[src/rtl/cam_frame_capture_if.sv]
// Sensor-side inputs plus the byte stream and status seen by the frame grabber.
interface cam_frame_capture_if;
  logic       start;
  logic       cam_frame_valid;
  logic       cam_line_valid;
  logic [9:0] cam_data;
  logic [7:0] out_data;
  logic       out_valid;
  logic       out_ready;
  logic       busy;
  logic       done;
  logic       overflow;

  modport slave (
    input  start, cam_frame_valid, cam_line_valid, cam_data, out_ready,
    output out_data, out_valid, busy, done, overflow
  );

  modport master (
    output start, cam_frame_valid, cam_line_valid, cam_data, out_ready,
    input  out_data, out_valid, busy, done, overflow
  );
endinterface

[src/rtl/cam_frame_capture.sv]
// Single-shot MT9V034 frame grabber: crops a WIDTH x HEIGHT window into a FIFO
// and streams it out as bytes over valid/ready, pulsing done once drained.
module cam_frame_capture #(
  parameter int WIDTH      = 752,
  parameter int HEIGHT     = 480,
  parameter int FIFO_DEPTH = 16
) (
  input logic                clk_i,
  input logic                rst_i,
  cam_frame_capture_if.slave cap_if
);

  localparam int COL_W = $clog2(WIDTH + 1);
  localparam int ROW_W = $clog2(HEIGHT + 1);
  localparam int AW    = $clog2(FIFO_DEPTH);
  localparam int PW    = AW + 1;
  localparam logic [COL_W-1:0] WIDTH_C  = COL_W'(WIDTH);
  localparam logic [ROW_W-1:0] HEIGHT_C = ROW_W'(HEIGHT);

  typedef enum logic [2:0] {
    IDLE,
    WAIT_GAP,
    WAIT_FRAME,
    CAPTURE,
    FLUSH
  } state_e;

  state_e             state_q, state_d;
  logic               fv_q, lv_q, lv_prev_q;
  logic [7:0]         d_q;
  logic [COL_W-1:0]   col_q, col_d;
  logic [ROW_W-1:0]   row_q, row_d;
  logic               ovf_q, ovf_d;
  logic [7:0]         mem_q [FIFO_DEPTH];
  logic [PW-1:0]      wr_ptr_q, wr_ptr_d, rd_ptr_q, rd_ptr_d;
  logic [PW-1:0]      level_after_pop;
  logic [7:0]         out_data_q, out_data_d;
  logic               out_valid_q, out_valid_d;
  logic               fifo_full, fifo_empty;
  logic               cap_pix, push, pop, drop;
  logic               unused_lsbs;

  // Only the top eight sensor bits are ever forwarded.
  assign unused_lsbs = ^cap_if.cam_data[1:0];

  assign fifo_empty = (wr_ptr_q == rd_ptr_q);
  assign fifo_full  = (wr_ptr_q[AW] != rd_ptr_q[AW]) &&
                      (wr_ptr_q[AW-1:0] == rd_ptr_q[AW-1:0]);

  assign cap_pix = (state_q == CAPTURE) && fv_q && lv_q &&
                   (col_q < WIDTH_C) && (row_q < HEIGHT_C);
  assign pop     = out_valid_q && cap_if.out_ready;
  assign push    = cap_pix && (!fifo_full || pop);
  assign drop    = cap_pix && fifo_full && !pop;

  assign wr_ptr_d = wr_ptr_q + PW'(push);
  assign rd_ptr_d = rd_ptr_q + PW'(pop);

  // The output register tracks the FIFO head as it stands before this edge's
  // push, so a freshly pushed byte appears one cycle later and is only
  // removed from the FIFO when the consumer takes it.
  assign level_after_pop = (wr_ptr_q - rd_ptr_q) - PW'(pop);
  assign out_valid_d     = (level_after_pop != '0);
  assign out_data_d      = out_valid_d ? mem_q[rd_ptr_d[AW-1:0]] : out_data_q;

  always_comb begin
    state_d = state_q;
    col_d   = col_q;
    row_d   = row_q;
    ovf_d   = ovf_q;
    case (state_q)
      IDLE: begin
        if (cap_if.start) begin
          state_d = WAIT_GAP;
          col_d   = '0;
          row_d   = '0;
          ovf_d   = 1'b0;
        end
      end
      WAIT_GAP:   if (!fv_q) state_d = WAIT_FRAME;
      WAIT_FRAME: if (fv_q)  state_d = CAPTURE;
      CAPTURE: begin
        if (!fv_q) state_d = FLUSH;
        if (fv_q && lv_q) begin
          if (col_q != WIDTH_C) col_d = col_q + COL_W'(1);
        end else if (lv_prev_q && !lv_q) begin
          col_d = '0;
          if (row_q != HEIGHT_C) row_d = row_q + ROW_W'(1);
        end
        if (drop) ovf_d = 1'b1;
      end
      FLUSH:   if (fifo_empty) state_d = IDLE;
      default: state_d = IDLE;
    endcase
  end

  always_ff @(posedge clk_i) begin
    if (rst_i) begin
      state_q     <= IDLE;
      fv_q        <= 1'b0;
      lv_q        <= 1'b0;
      lv_prev_q   <= 1'b0;
      d_q         <= '0;
      col_q       <= '0;
      row_q       <= '0;
      ovf_q       <= 1'b0;
      wr_ptr_q    <= '0;
      rd_ptr_q    <= '0;
      out_data_q  <= '0;
      out_valid_q <= 1'b0;
    end else begin
      state_q     <= state_d;
      fv_q        <= cap_if.cam_frame_valid;
      lv_q        <= cap_if.cam_line_valid;
      lv_prev_q   <= lv_q;
      d_q         <= cap_if.cam_data[9:2];
      col_q       <= col_d;
      row_q       <= row_d;
      ovf_q       <= ovf_d;
      wr_ptr_q    <= wr_ptr_d;
      rd_ptr_q    <= rd_ptr_d;
      out_data_q  <= out_data_d;
      out_valid_q <= out_valid_d;
    end
  end

  always_ff @(posedge clk_i) begin
    if (push) mem_q[wr_ptr_q[AW-1:0]] <= d_q;
  end

  assign cap_if.out_data  = out_data_q;
  assign cap_if.out_valid = out_valid_q;
  assign cap_if.busy      = (state_q != IDLE);
  assign cap_if.done      = (state_q == FLUSH) && fifo_empty;
  assign cap_if.overflow  = ovf_q;

endmodule

[src/flat_wrapper.sv]
// flat-port wrapper written by rule: the top's interface ports become plain ports
module cam_frame_capture_flat 
#(
  parameter int WIDTH      = 752,
  parameter int HEIGHT     = 480,
  parameter int FIFO_DEPTH = 16
)
  (clk_i, rst_i, cap_if_start, cap_if_cam_frame_valid, cap_if_cam_line_valid, cap_if_cam_data, cap_if_out_ready, cap_if_out_data, cap_if_out_valid, cap_if_busy, cap_if_done, cap_if_overflow);
  cam_frame_capture_if cap_if_i ();
  input logic clk_i;
  input logic rst_i;
  input wire logic [$bits(cap_if_i.start)-1:0] cap_if_start;
  input wire logic [$bits(cap_if_i.cam_frame_valid)-1:0] cap_if_cam_frame_valid;
  input wire logic [$bits(cap_if_i.cam_line_valid)-1:0] cap_if_cam_line_valid;
  input wire logic [$bits(cap_if_i.cam_data)-1:0] cap_if_cam_data;
  input wire logic [$bits(cap_if_i.out_ready)-1:0] cap_if_out_ready;
  output wire logic [$bits(cap_if_i.out_data)-1:0] cap_if_out_data;
  output wire logic [$bits(cap_if_i.out_valid)-1:0] cap_if_out_valid;
  output wire logic [$bits(cap_if_i.busy)-1:0] cap_if_busy;
  output wire logic [$bits(cap_if_i.done)-1:0] cap_if_done;
  output wire logic [$bits(cap_if_i.overflow)-1:0] cap_if_overflow;
  assign cap_if_i.start = cap_if_start;
  assign cap_if_i.cam_frame_valid = cap_if_cam_frame_valid;
  assign cap_if_i.cam_line_valid = cap_if_cam_line_valid;
  assign cap_if_i.cam_data = cap_if_cam_data;
  assign cap_if_i.out_ready = cap_if_out_ready;
  assign cap_if_out_data = cap_if_i.out_data;
  assign cap_if_out_valid = cap_if_i.out_valid;
  assign cap_if_busy = cap_if_i.busy;
  assign cap_if_done = cap_if_i.done;
  assign cap_if_overflow = cap_if_i.overflow;
  cam_frame_capture #(.WIDTH(WIDTH), .HEIGHT(HEIGHT), .FIFO_DEPTH(FIFO_DEPTH)) u_core (.clk_i(clk_i), .rst_i(rst_i), .cap_if(cap_if_i));
endmodule
[config.mk]
export PLATFORM = sky130hd
export DESIGN_NAME = cam_frame_capture_flat
export DESIGN_NICKNAME = d
export VERILOG_FILES = /design/src/rtl/cam_frame_capture_if.sv /design/src/rtl/cam_frame_capture.sv /design/src/flat_wrapper.sv
export SDC_FILE = /design/constraint.sdc
export NUM_CORES = 1
export LEC_CHECK = 0
export ABC_CLOCK_PERIOD_IN_PS = 4300
export BUFFER_PORTS_ARGS = -buffer_cell sky130_fd_sc_hd__buf_2
export CORE_ASPECT_RATIO = 2
export CORE_UTILIZATION = 50
export CTS_BUF_LIST = sky130_fd_sc_hd__clkbuf_4 sky130_fd_sc_hd__clkbuf_8
export CTS_CLUSTER_DIAMETER = 100
export DETAILED_ROUTE_END_ITERATION = 12
export PLACE_DENSITY_LB_ADDON = 0.15
export SYNTH_ARGS = -nofsm -noshare
export SYNTH_HDL_FRONTEND = slang
export SYNTH_SLANG_ARGS = --single-unit
export TNS_END_PERCENT = 100
[constraint.sdc]
create_clock -name clk_i -period 4.3 [get_ports clk_i]
set_clock_uncertainty 0.15 [all_clocks]
set_input_delay 0.86 -clock clk_i [delete_from_list [all_inputs] [get_ports clk_i]]
set_output_delay 0.86 -clock clk_i [all_outputs]
set_load 0.01 [all_outputs]
==> results.cfg, run 1 <==
[power]
power_mw = 3.31
power_frac_clock_pct = 32.5
total_leakage_power_nw = 2.82
switchingPower_uw = 840
p_int_mw = 2.47
p_seq_share_pct = 58.0
power.density_nw_per_um2 = 406
power.share.switching_pct = 25.4
ir_drop_uv = 225
p_comb_share_pct = 9.5

[timing]
finalHoldViolations = 0
period_needed_ps = 3480
maxSlewViolCount = 0
finalSetupTns_ps = 0
rsz0062_at_grt = false
max_freq_ghz = 0.288
setup_viol = 0
slew_headroom_pct = 39.4
tightest_slew_ps = 906
hold_ws_ps = 321
post-route-period-util_pct = 80.9

[synth]
synthCells = 503
synthTopCellsByArea = edfxtp_1, dfxtp_1, mux4_2
ys.flop_type = edfxtp_1
synth_nets = 536
syn_area_per_cell_um2 = 14.7
synthTopCellsByCount = edfxtp_1, dfxtp_1, nand2_1
yosysMostFrequentCell = edfxtp_1
syn_area_um2 = 7420
yosys_warnings = 0
synth_edf_count = 128
async_flop_share_pct = 0
ys_seq_elements = 181
synth_top_area_share_pct = 51.8
ys_types = 46
yosysTopAreaCell = edfxtp_1
ys_seq_area_share_pct = 66.1

[critical_path]
critPathLaunchType = input pin
crit_start = cap_if_out_ready
endpoint_kind = register
required_ps = 4500
reg2reg_from = u_core.wr_ptr_q[0]$_SDFF_PP0_
critPathMaxFanout = 9
critical_path_arrival_ps = 3670
crit_type = in -> reg

[finish]
drive_above_1_share_pct = 19.9
seqCellArea_um2 = 4900
fillers = 1213
diodes = 0
nets = 569
multi_input_area_um2 = 2370
area_growth_pct = 9.87

[clock_tree]
ctsHoldBuffers = 0
cts_buffer_depth = 2
cts_tree = yes
cts_buffers = 17
htreeDepth = 4
cts_resized = 0
clk_pin_slew_ps = 100
post_cts_buffers = 0
clock-sinks = 181
cts_root_buf = clkbuf_8
clock_latency_ps = 440

[hold_path]
worstHoldStart = u_core.cap_if.out_data[6]$_SDFFE_PP0P_
min_path_type = reg -> reg

[global_routing]
antenna_found_initial = 0
grt_pass1_vias = 4349
gr-total-overflow = 0
grt_max_degree = 35
grt.total_usage_pct = 20.9
grt_pass1_wl_um = 23100

[floorplanning]
core_um2 = 14400
io_pins = 28
die_width_um = 88.1
die_y_um = 174
die-area_um2 = 15400
rows = 62
initial_core_util_pct = 51.4

[placed_design]
numPortBuffers = 25
hpwl_um = 10300
gp_congestion = 0.806

[status]
status = finished, final reports clean

[route]
drt_wl_total_um = 14800
wire_per_inst_um = 20.0
dr.first_iter.drc_count = 253
vias_per_cell = 5.57
first_pass_iters = 4
ant_nets = 0
drc_errors = 0
vias = 4128

[job]
maxCapViolations = 0
==> worst max-delay path, cell delays in order <==
cell,delay (ps)
buf_2,70
and2_1,130
inv_1,80
fa_1,520
inv_1,50
ha_1,170
or2_2,280
fa_1,410
nand2b_1,160
a21oi_1,170
xnor2_1,170
a31oi_2,260
a32o_1,340
==> worst paths after layout <==
check,to,slack (ps),cells after the start
worst max-delay path,u_core.cap_if.out_data[4]$_SDFFE_PP0P_,820,13
worst min-delay path,u_core.cap_if.out_data[6]$_SDFFE_PP0P_,320,1
worst max register to register,u_core.cap_if.out_data[4]$_SDFFE_PP0P_,910,9
worst min register to register,u_core.cap_if.out_data[6]$_SDFFE_PP0P_,320,1
==> cells by family after synthesis <==
| family | count (synthesis) | synth area share (%) |
|---|---|---|
| compound gates | 41 | 4.23 |
| xor+xnor | 27 | 3.19 |
| fa+ha+maj | 17 | 3.07 |
| flops | 181 | 66.1 |
| mux | 33 | 9.90 |
| simple gates | 169 | 11.5 |
| buf+inv | 35 | 1.96 |
==> power by group through the flow <==
stage	combinational (mW)	sequential [mW]	clock, mW
finish	0.313	1.92	1.08
global route	0.340	1.93	1.16
CTS	0.318	1.92	1.11
detailed placement	0.317	1.96	0
global placement	0.310	1.96	0
floorplan	0.231	1.95	0
==> sequential cells by signal, summed over array words and instances (netlist names) <==
register and cells:
u_core.fv_q 1, u_core.cap_if.overflow 1, u_core.wr_ptr_q 5, u_core.lv_prev_q 1, u_core.mem_q 128, u_core.rd_ptr_q 5, u_core.d_q 8, u_core.cap_if.out_data 8
u_core.row_q 9, u_core.lv_q 1, u_core.state_q 3, u_core.cap_if.out_valid 1, u_core.col_q 10
==> layer usage <==
layer	vias to the layer above	track usage, %	wire length (um)
met2	66	38.3	8410
met1	2088	22.6	5620
li1	1949	-	-
met5	-	0	0
met3	25	3.66	274
met4	0	9.95	482
==> cell usage in the layout, fill, tap and decap left out, types with 15 or more instances in the layout <==
cell | synthesis | layout
mux4_2 | 32 | 32
edfxtp_1 | 128 | 128
clkbuf_8 | 0 | 17
buf_2 | 5 | 25
nor2_1 | 37 | 37
inv_1 | 15 | 15
dfxtp_1 | 53 | 53
nand3_1 | 32 | 32
nor2b_1 | 16 | 16
nand2_1 | 41 | 41
==> metrics by stage <==
| stage | worst slack (ps) | cell area, um^2 | util [%] | std cells |
|---|---|---|---|---|
| 5_1_grt | 657 | 8150 | 56.5 | 741 |
| 4_1_cts | 856 | 8150 | 56.5 | 741 |
| 3_3_place_gp | 446 | 7780 | 53.9 | 709 |
| 2_1_floorplan | 652 | 7420 | - | 503 |
| 6_report | 822 | 8150 | 56.5 | 741 |
| 3_5_place_dp | 372 | 7780 | 53.9 | 709 |
==> area by class of cell <==
| class | count | share of cell area [%] |
|---|---|---|
| timing repair buffer | 34 | 2.52 |
| inverter | 15 | 0.691 |
| tap | 192 | 2.95 |
| clock inverter | 15 | 1.70 |
| clock buffer | 17 | 2.87 |
| multi-input combinational | 287 | 29.1 |
| sequential | 181 | 60.2 |
(Power assumes the default switching activity.)
==> run 2, diff against run 1 <==
Settings changed: ABC_CLOCK_PERIOD_IN_PS 4300 to 3150.
Clock period 4.3 ns to 3.15 ns, I/O delays scaled along.
==> results.cfg, run 2 (synthesized netlist as in run 1, its figures left out) <==
[route]
drt_wl_total_um = 15400
vias_per_cell = 5.56
vias = 4224
wire_per_inst_um = 20.3
dr.first_iter.drc_count = 240
first_pass_iters = 4
ant_nets = 0
drc_errors = 0

[power]
ir_drop_uv = 306
power.density_nw_per_um2 = 567
total_leakage_power_nw = 2.97

[critical_path]
slowest_delay_ps = 490
rr_endpoint = u_core.cap_if.out_data[0]$_SDFFE_PP0P_
critPathLaunchType = register
critPathMaxFanout = 8
r2r_slack_ps = 100
endpoint_kind = register
reg2reg_from = u_core.cap_if.out_valid$_SDFF_PP0_
crit_type = reg -> reg
critical_path_arrival_ps = 3300
crit_chain = and2_4, inv_2, fa_1, inv_1, ha_2, or2_4, fa_2, nand2b_4, a21oi_2, xnor2_2, and4b_2, a32o_1
critPathTopFamily = adder cells
slowest_stage = fa_1
r2r_cells = 12
required_ps = 3400
path_buf_inv = 2

[global_routing]
grt_max_degree = 34
grt.total_usage_pct = 21.9
grt_pass1_vias = 4517
antenna_found_initial = 0
grt_pass1_wl_um = 24000
gr-total-overflow = 0

[timing]
setup_ws_ps = 101
max_freq_ghz = 0.328
rsz0062_at_grt = false
setup_viol = 0
maxSlewViolCount = 0
slew_headroom_pct = 55.3
period_needed_ps = 3050
post-route-period-util_pct = 96.8
finalHoldViolations = 0
tightest_slew_ps = 669
finalSetupTns_ps = 0

[finish]
nets = 588
largest_reg_flops = 128
final_cell_mix = edfxtp_1, dfxtp_1, nand2_1, nor2_1
diodes = 0
final_common_cell = edfxtp_1
utilization_pct = 58.3
area_growth_pct = 13.4
drive_above_1_share_pct = 24.6

[floorplanning]
initial_core_util_pct = 51.4
die_width_um = 88.1
die-area_um2 = 15400
die_y_um = 174
rows = 62
io_pins = 28
core_um2 = 14400

[hold_path]
whs_path_depth = 2
worstHoldStart = cap_if_cam_data[5]
min_path_type = in -> reg
hold_end = u_core.d_q[3]$_SDFF_PP0_

[clock_tree]
clock_latency_ps = 450
cts_buffers = 17
cts_root_buf = clkbuf_8
clock-sinks = 181
cts_buffer_depth = 2
cts_tree = yes
htreeDepth = 4
ctsHoldBuffers = 0
clk_pin_slew_ps = 100

[placed_design]
numPortBuffers = 25
hpwl_um = 10800
dp_slack_ps = -334
gp_congestion = 0.772

[status]
status = finished, final reports clean

[job]
maxCapViolations = 0
==> run 2: cell count changes in the layout (fill, tap and decap cells not counted), moves of 2 or more <==
cell | previous run | this run
bufinv_16 | 0 | 3
inv_8 | 4 | 2
clkinv_4 | 3 | 1
buf_4 | 8 | 26
inv_6 | 4 | 6
dfxtp_2 | 0 | 2
dfxtp_1 | 53 | 51
inv_4 | 0 | 2
==> run 2: stage by stage <==
stage | instances | total power [mW] | cell area (um^2) | hold slack [ps]
after detailed placement | 728 | 3.12 | 7950 | 302
after CTS | 760 | 4.82 | 8400 | 200
after global placement | 728 | 3.11 | 7950 | 303
after global routing | 760 | 4.92 | 8410 | 217
after floorplan | 503 | 2.99 | 7450 | 307
final | 760 | 4.77 | 8410 | 234
==> run 2: timing repair <==
action | 4_1_cts | 5_1_grt
pin swaps | 0 | 1
endpoints found under the setup margin | 1 | 8
resized for setup | 2 | 4
buffers inserted | 0 | 0
==> run 2: layout make-up <==
class | instances | area (um^2)
Fill cell | 1184 | 6020
Sequential cell | 181 | 4910
Multi-Input combinational cell | 287 | 2410
Timing Repair Buffer | 53 | 360
Clock buffer | 18 | 248
Tap cell | 192 | 240
Clock inverter | 14 | 186
Inverter | 15 | 56.3
==> run 2: where the power goes <==
part | leakage [nW] | total (mW) | switching [mW] | internal, mW
registers | 1.64 | 2.62 | 0.0505 | 2.57
clock network | 0.224 | 1.70 | 0.867 | 0.835
logic | 1.10 | 0.445 | 0.215 | 0.230
total | 2.97 | 4.77 | 1.13 | 3.64
==> run 2: worst max-delay path by stage <==
stage                                             from                                      to  slack (ps)  cells past startpoint
floorplan                             cap_if_out_ready  u_core.cap_if.out_data[0]$_SDFFE_PP0P_         -20                     13
global placement                      cap_if_out_ready  u_core.cap_if.out_data[7]$_SDFFE_PP0P_        -240                     13
detailed placement                    cap_if_out_ready  u_core.cap_if.out_data[0]$_SDFFE_PP0P_        -330                     13
CTS                 u_core.cap_if.out_valid$_SDFF_PP0_  u_core.cap_if.out_data[0]$_SDFFE_PP0P_          20                     11
global route        u_core.cap_if.out_valid$_SDFF_PP0_  u_core.cap_if.out_data[4]$_SDFFE_PP0P_          10                     12
finish              u_core.cap_if.out_valid$_SDFF_PP0_  u_core.cap_if.out_data[0]$_SDFFE_PP0P_         100                     12
==> run 2: metal layers <==
metal  wire (um)  vias up  global-route usage, %
li1            -     1991                      -
met1        5540     2107                   22.7
met2        8960       99                   41.2
met3         430       27                   3.70
met4         459        0                   9.95
met5           0        -                      0
==> run 3, diff against run 2 <==
Settings changed: CORE_MARGIN set to 2.
==> results.cfg, run 3 (synthesized netlist as in run 1, its figures left out) <==
[critical_path]
endpoint_kind = register
required_ps = 3410
slowest_delay_ps = 500
critical_path_arrival_ps = 3260
crit_chain = and2_4, inv_2, fa_1, inv_1, ha_2, or2_4, fa_2, nand2b_4, a21oi_4, xnor2_2, and4b_2, a32o_1
crit_type = reg -> reg
critPathMaxFanout = 8
r2r_slack_ps = 150
slowest_stage = fa_1
critPathLaunchType = register

[route]
wire_per_inst_um = 18.9
vias = 4149
drc_errors = 0
drt_wl_total_um = 14500
ant_nets = 0
first_pass_iters = 4
vias_per_cell = 5.42
dr.first_iter.drc_count = 256

[timing]
finalHoldViolations = 0
setup_ws_ps = 151
maxSlewViolCount = 0
rsz0062_at_grt = false
tightest_slew_ps = 671
max_freq_ghz = 0.333
post-route-period-util_pct = 95.2
setup_viol = 0
period_needed_ps = 3000
finalSetupTns_ps = 0
slew_headroom_pct = 55.2

[placed_design]
numPortBuffers = 25
place_inst = 733
hpwl_um = 9600
gp_congestion = 0.737
dp_slack_ps = -378

[global_routing]
grt_max_degree = 24
grt_pass1_wl_um = 23000
grtUsageMet2_pct = 32.4
met3_usage_pct = 3.12
grt.total_usage_pct = 19.3
antenna_found_initial = 0
grt_use_met1_pct = 25.8
gr-total-overflow = 0
grt_pass1_vias = 4151
grt.busiest_layer = met2

[clock_tree]
clock-sinks = 181
clock_latency_ps = 450
cts_tree = yes
ctsHoldBuffers = 0
clk_pin_slew_ps = 110
cts_root_buf = clkbuf_8
cts_buffers = 17
cts_buffer_depth = 2
htreeDepth = 4

[power]
ir_drop_uv = 477
total_leakage_power_nw = 2.98
power_mw = 4.70
power.density_nw_per_um2 = 556

[finish]
instances_no_fill = 765
nets = 590
area_growth_pct = 13.9
largest_reg_flops = 128
final_cell_mix = edfxtp_1, dfxtp_1, nand2_1, nor2_1
final_common_cell = edfxtp_1
diodes = 0
utilization_pct = 57.6
drive_above_1_share_pct = 24.6

[floorplanning]
die-area_um2 = 15900
rows = 63
io_pins = 28
die_width_um = 90.1
core_um2 = 14700
die_y_um = 176
initial_core_util_pct = 50.6

[status]
status = finished, final reports clean

[job]
maxCapViolations = 0

[hold_path]
min_path_type = in -> reg
[run 3: cell types whose count changed in the layout (fill, tap and decap cells not counted), moves of 2 or more]
cell | before | now
clkinv_8 | 0 | 4
inv_8 | 2 | 5
dfxtp_2 | 2 | 0
dfxtp_1 | 51 | 53
bufinv_16 | 3 | 1
inv_6 | 6 | 1
buf_12 | 2 | 4
[run 3: cell type report]
class / count / area, um^2
timing repair buffer: 55 / 400
inverter: 15 / 56.3
fill: 1237 / 6210
sequential: 181 / 4900
clock buffer: 17 / 234
clock inverter: 15 / 188
tap: 195 / 244
multi-input combinational: 287 / 2420
[run 3: critical path, delay by kind of cell, from the launching register on]
kind | cells | cell delay [ps]
and+or+nand+nor | 4 | 940
DFF | 1 | 340
AOI/OAI and AO/OA | 2 | 290
buffers and inverters | 2 | 90
xor gates and xnor gates | 1 | 150
adders and majority gates | 3 | 1010
[run 3: per-stage QoR]
stage          cell area, um^2  hold WS, ps
2_1_floorplan             7450          307
3_3_place_gp              8000          294
3_5_place_dp              8000          308
4_1_cts                   8420          203
5_1_grt                   8450          205
6_report                  8450          231
[run 3: metal layers]
| metal | wire length, um | vias up |
|---|---|---|
| met5 | 0 | - |
| met4 | 153 | 0 |
| met3 | 501 | 8 |
| met2 | 7450 | 63 |
| met1 | 6370 | 2089 |
| li1 | - | 1989 |
[run 3: worst paths after layout]
path,from,endpoint,cells past startpoint
min reg2reg,u_core.cap_if.out_data[7]$_SDFFE_PP0P_,u_core.cap_if.out_data[7]$_SDFFE_PP0P_,1
max,u_core.cap_if.out_valid$_SDFF_PP0_,u_core.cap_if.out_data[4]$_SDFFE_PP0P_,12
min,cap_if_cam_line_valid,u_core.lv_q$_SDFF_PP0_,2
max reg2reg,u_core.cap_if.out_valid$_SDFF_PP0_,u_core.cap_if.out_data[4]$_SDFFE_PP0P_,12
[run 3: where the power goes]
group,switching (mW),internal [mW]
Sequential,0.0519,2.57
Combinational,0.218,0.247
Clock,0.925,0.682
[run 3: what timing repair did]
item	4_1_cts	5_1_grt
setup buffers	0	0
endpoints found under the setup margin	0	9
resized for setup	0	5
